==> src/rtl/seq_div.sv <==
// seq_div: iterative restoring divider, 2*WIDTH-bit dividend over WIDTH-bit divisor, valid/ready on both sides.
// Build option: define SEQ_DIV_SIGNED_EN for two's-complement operands; unsigned otherwise.
module seq_div #(
    parameter int WIDTH = 4
) (
    input  logic               clk,
    input  logic               rst_n,
    input  logic               in_valid,
    output logic               in_ready,
    input  logic [2*WIDTH-1:0] dividend,
    input  logic [WIDTH-1:0]   divisor,
    output logic               out_valid,
    input  logic               out_ready,
    output logic [WIDTH-1:0]   quotient,
    output logic [WIDTH-1:0]   remainder,
    output logic               div_by_zero,
    output logic               overflow
);

    localparam int DW = 2 * WIDTH;
    localparam int CW = $clog2(DW);
    localparam logic [CW-1:0] LAST_ITER = CW'(DW - 1);

    typedef enum logic [1:0] {IDLE, CALC, FIX, DONE} state_t;

    state_t            state_reg, state_next;
    logic [CW-1:0]     count_reg, count_next;
    logic [WIDTH-1:0]  rem_reg, rem_next;
    logic [DW-1:0]     quo_reg, quo_next;
    logic [WIDTH:0]    dvs_reg, dvs_next;
    logic              in_ready_reg, in_ready_next;
    logic [WIDTH-1:0]  quotient_reg, quotient_next;
    logic [WIDTH-1:0]  remainder_reg, remainder_next;
    logic              dbz_reg, dbz_next;
    logic              ovf_reg, ovf_next;

    logic [DW-1:0]     dvd_mag;
    logic [WIDTH:0]    dvs_mag;
    logic [WIDTH:0]    shifted;
    logic [WIDTH-1:0]  fix_quo;
    logic [WIDTH-1:0]  fix_rem;
    logic              fix_ovf;

`ifdef SEQ_DIV_SIGNED_EN
    logic              qneg_reg, qneg_next;
    logic              rneg_reg, rneg_next;
    logic [WIDTH:0]    dvs_ext;
    logic [DW:0]       signed_quo;

    // Magnitudes are taken one bit wider than the operand so the most negative value survives negation.
    assign dvs_ext    = {divisor[WIDTH-1], divisor};
    assign dvd_mag    = dividend[DW-1] ? -dividend : dividend;
    assign dvs_mag    = divisor[WIDTH-1] ? -dvs_ext : dvs_ext;
    assign signed_quo = qneg_reg ? -{1'b0, quo_reg} : {1'b0, quo_reg};
    assign fix_quo    = signed_quo[WIDTH-1:0];
    assign fix_rem    = rneg_reg ? -rem_reg : rem_reg;
    // The quotient fits only if every bit above the sign position matches it.
    assign fix_ovf    = !((&signed_quo[DW:WIDTH-1]) || !(|signed_quo[DW:WIDTH-1]));
`else
    assign dvd_mag = dividend;
    assign dvs_mag = {1'b0, divisor};
    assign fix_quo = quo_reg[WIDTH-1:0];
    assign fix_rem = rem_reg;
    assign fix_ovf = |quo_reg[DW-1:WIDTH];
`endif

    assign shifted = {rem_reg, quo_reg[DW-1]};

    always_comb begin
        state_next     = state_reg;
        count_next     = count_reg;
        rem_next       = rem_reg;
        quo_next       = quo_reg;
        dvs_next       = dvs_reg;
        quotient_next  = quotient_reg;
        remainder_next = remainder_reg;
        dbz_next       = dbz_reg;
        ovf_next       = ovf_reg;
`ifdef SEQ_DIV_SIGNED_EN
        qneg_next      = qneg_reg;
        rneg_next      = rneg_reg;
`endif
        case (state_reg)
            IDLE: begin
                if (in_valid && in_ready_reg) begin
                    if (divisor == '0) begin
                        quotient_next  = '1;
                        remainder_next = dividend[WIDTH-1:0];
                        dbz_next       = 1'b1;
                        ovf_next       = 1'b0;
                        state_next     = DONE;
                    end else begin
                        rem_next   = '0;
                        quo_next   = dvd_mag;
                        dvs_next   = dvs_mag;
                        count_next = '0;
                        dbz_next   = 1'b0;
`ifdef SEQ_DIV_SIGNED_EN
                        qneg_next  = dividend[DW-1] ^ divisor[WIDTH-1];
                        rneg_next  = dividend[DW-1];
`endif
                        state_next = CALC;
                    end
                end
            end
            CALC: begin
                // The partial remainder stays below the divisor, so it always fits back into WIDTH bits.
                if (shifted >= dvs_reg) begin
                    rem_next = WIDTH'(shifted - dvs_reg);
                    quo_next = {quo_reg[DW-2:0], 1'b1};
                end else begin
                    rem_next = shifted[WIDTH-1:0];
                    quo_next = {quo_reg[DW-2:0], 1'b0};
                end
                count_next = count_reg + 1'b1;
                if (count_reg == LAST_ITER) begin
                    state_next = FIX;
                end
            end
            FIX: begin
                quotient_next  = fix_quo;
                remainder_next = fix_rem;
                ovf_next       = fix_ovf;
                state_next     = DONE;
            end
            DONE: begin
                if (out_ready) begin
                    state_next = IDLE;
                end
            end
            default: state_next = IDLE;
        endcase
        in_ready_next = (state_next == IDLE);
    end

    always_ff @(posedge clk or negedge rst_n) begin
        if (!rst_n) begin
            state_reg     <= IDLE;
            count_reg     <= '0;
            rem_reg       <= '0;
            quo_reg       <= '0;
            dvs_reg       <= '0;
            in_ready_reg  <= 1'b0;
            quotient_reg  <= '0;
            remainder_reg <= '0;
            dbz_reg       <= 1'b0;
            ovf_reg       <= 1'b0;
`ifdef SEQ_DIV_SIGNED_EN
            qneg_reg      <= 1'b0;
            rneg_reg      <= 1'b0;
`endif
        end else begin
            state_reg     <= state_next;
            count_reg     <= count_next;
            rem_reg       <= rem_next;
            quo_reg       <= quo_next;
            dvs_reg       <= dvs_next;
            in_ready_reg  <= in_ready_next;
            quotient_reg  <= quotient_next;
            remainder_reg <= remainder_next;
            dbz_reg       <= dbz_next;
            ovf_reg       <= ovf_next;
`ifdef SEQ_DIV_SIGNED_EN
            qneg_reg      <= qneg_next;
            rneg_reg      <= rneg_next;
`endif
        end
    end

    assign in_ready    = in_ready_reg;
    assign out_valid   = (state_reg == DONE);
    assign quotient    = quotient_reg;
    assign remainder   = remainder_reg;
    assign div_by_zero = dbz_reg;
    assign overflow    = ovf_reg;

endmodule

==> config.mk <==
export PLATFORM = sky130hd
export DESIGN_NAME = seq_div
export DESIGN_NICKNAME = d
export VERILOG_FILES = /design/src/rtl/seq_div.sv
export SDC_FILE = /design/constraint.sdc
export NUM_CORES = 1
export LEC_CHECK = 0
export CORE_MARGIN = 10
export CORE_UTILIZATION = 56
export DETAILED_ROUTE_END_ITERATION = 8
export DONT_BUFFER_PORTS = 1
export HOLD_SLACK_MARGIN = 0.08
export PLACE_DENSITY = 0.71
export SYNTH_ARGS = -nofsm -noshare
export SYNTH_HDL_FRONTEND = slang
export SYNTH_SLANG_ARGS = --single-unit
==> constraint.sdc <==
create_clock -name clk -period 2.7 [get_ports clk]
set_clock_uncertainty 0.1 [all_clocks]
set_input_delay 0.405 -clock clk [delete_from_list [all_inputs] [get_ports clk]]
set_output_delay 0.405 -clock clk [all_outputs]
set_load 0.005 [all_outputs]
==> impl_metrics.yaml <==
run_status:
  outcome: "complete, no violations"
grt:
  overflow: 0
  grt_pass1_vias: 1324
  grt_pass1_wl_um: 6150
  grt_max_degree: 33
  grt_usage: 0.140
  grt_antenna_before_repair: 0
sta:
  setup_viol: 0
  worstMarginPinSlew_ns: 0.914
  setup_ws_ns: 0.606
  finalCriticalPeriod_ns: 2.09
  slew_headroom: 0.391
  finalMaxSlewViolations: 0
  fin_setup_tns_ns: 0
  finalCritPeriodShare: 0.775
  finalHoldViolCount: 0
  max_freq_ghz: 0.478
  grt_setup_unrepaired: "no"
synthesis:
  synth-main-ff-cell: "dfrtp_1"
  syn_avg_cell_area_um2: 9.56
  synth_edf_count: 0
  synth_cells: 171
  ys_seq_area_frac: 0.490
  ys_seq_elements: 32
  async_flop_share: 1.00
  ys_types: 36
  ys_warn_count: 0
  syn-cell-area_um2: 1640
  synth.net_count: 194
clock_tree:
  root_buffer: "clkbuf_4"
  clk_pin_slew_ns: 0.11
  cts_resized: 0
  cts_tree: "built"
  post_cts_buffers: 0
  clk_latency_ns: 0.34
  htree_num_levels: 2
  cts_buffer_depth: 2
  cts.sinks: 32
  cts_buffers: 5
place:
  dp_hpwl_um: 2590
  detailedPlace.worstSlack_ns: 0.665
  place.gp.congestion: 0.886
  io_buffer_count: 0
cells_and_area:
  fin_nets: 197
  area_growth_pct: 7.96
  drive_above_1_share: 0.109
  mostFrequentLayoutCells: "dfrtp_1, nand2_1, nor2_1, o21ai_0, a31oi_1"
  final_common_cell: "dfrtp_1"
  largest_register_ffs: 8
  n_antenna_cell: 0
worst_hold_path:
  whs_endpoint: "dvs_reg[1]"
  min_from: "divisor[1]"
  hold_class: "input port to flip-flop"
  hold_depth: 2
pwr:
  ir_drop_mv: 0.765
  power.share.clock: 0.165
  p_sw_uw: 910
  leakage_nw: 0.786
  combinationalPowerShare: 0.421
  power_density_nw_per_um2: 1270
  switching_share: 0.406
  internal-power_mw: 1.33
  seqPwrFrac: 0.414
floorplan:
  die_y_um: 74.0
  start_util: 0.588
  rows: 19
  coreArea_um2: 2780
  dieArea_um2: 5480
  ios: 28
  die_w_um: 74.0
routing:
  drc: 0
  via_per_inst: 6.23
  routed_wl_um: 3600
  drt-initial-drc-count: 86
  drt_first_pass_iters: 4
  vias: 1284
  avgRoutedWirePerCell_um: 17.5
  antenna_left: 0
critical_path:
  arrival_ns: 2.25
  cp_slowest_cell: "nor2_1"
  crit_path_start: "state_reg[0]"
  worst-endpoint-required_ns: 2.86
  cp_max_fo: 13
  r2r_slack_ns: 0.61
  worst_setup_path_start_kind: "flip-flop"
  ff2ff_path_depth: 4
  r2r_end: "quo_reg[7]"
  critical_path.cell_chain: "nand4bb_1, nor2_1, nand2_1, a31oi_1"
  worstSetupEndpointType: "flip-flop"
  cp.buffers_inverters: 0
  reg2reg_from: "state_reg[0]"
  crit_type: "flip-flop to flip-flop"
  cpPeakStageDelay_ns: 0.72
  path_delay_family: "simple AND/OR/NAND/NOR gates"
job:
  max_cap_viol_count: 0
==> routing by layer <==
layer / up-vias / part of all wire / global-route usage
met2: 42 / 0.46 / 0.214
met3: 8 / 0.086 / 0.0479
li1: 613 / - / -
met5: - / 0 / 0
met4: 0 / 0.015 / 0.0559
met1: 621 / 0.44 / 0.176
==> power groups by stage <==
| stage | registers [mW] | clock network, mW | logic, mW |
|---|---|---|---|
| floorplan | 0.849 | 0 | 0.811 |
| global placement | 0.929 | 0 | 0.878 |
| CTS | 0.931 | 0.376 | 0.938 |
| global route | 0.965 | 0.391 | 1.11 |
| detailed placement | 0.940 | 0 | 0.914 |
| finish | 0.928 | 0.370 | 0.943 |
==> kinds of logic after synthesis <==
family                   Yosys count  synth area share
adder cells (fa/ha/maj)            7            0.0581
multiplexers                       7            0.0474
XOR/XNOR                           1           0.00536
AO/OA/AOI/OAI                     39             0.154
AND/OR/NAND/NOR                   68             0.199
flip-flops                        32             0.490
buffers and inverters             17            0.0467
==> metrics by stage <==
stage	power [mW]	utilization	hold slack, ns	cell area [um2]	std cells
floorplan	1.66	-	0.00941	1640	171
global placement	1.81	0.588	0.0105	1640	194
detailed placement	1.85	0.588	0.0104	1640	194
CTS	2.24	0.635	0.0941	1770	206
global route	2.47	0.635	0.103	1770	206
finish	2.24	0.635	0.0972	1770	206
==> Yosys cell counts (2+ instances only) <==
cell,instances,area (um2)
dfrtp_1,32,801
nand2_1,27,101
nor2_1,18,67.6
o21ai_0,11,55.1
a31oi_1,9,56.3
inv_1,8,30.0
nand3_1,7,35.0
a21oi_1,6,30.0
ha_1,6,75.1
mux2_2,6,67.6
a221o_1,4,40.0
buf_2,4,20.0
clkbuf_1,3,11.3
nor2b_1,3,18.8
o211ai_1,3,22.5
a22o_1,2,17.5
and2_1,2,12.5
or4_1,2,15.0
==> worst max path at each step <==
stage | end | cells after the start
5_1_grt | quo_reg[7] | 4
3_5_place_dp | quo_reg[7] | 4
3_3_place_gp | quo_reg[6] | 4
4_1_cts | quo_reg[7] | 4
6_report | quo_reg[7] | 4
2_1_floorplan | quotient[0] | 5
==> layout make-up <==
class / instances / area (um2)
clock buffers: 5 / 37.5
multi-input cells: 122 / 758
fillers: 235 / 1020
inverters: 8 / 30.0
clock inverters: 3 / 42.5
flip-flops and latches: 32 / 801
repair buffers: 5 / 57.6
well taps: 31 / 38.8
==> repair_timing <==
action | CTS | global route
setup endpoints to repair | 0 | 0
hold endpoints to repair | 34 | 0
hold buffers | 4 | 0
No activity file was read; power rests on OpenSTA's default activity.
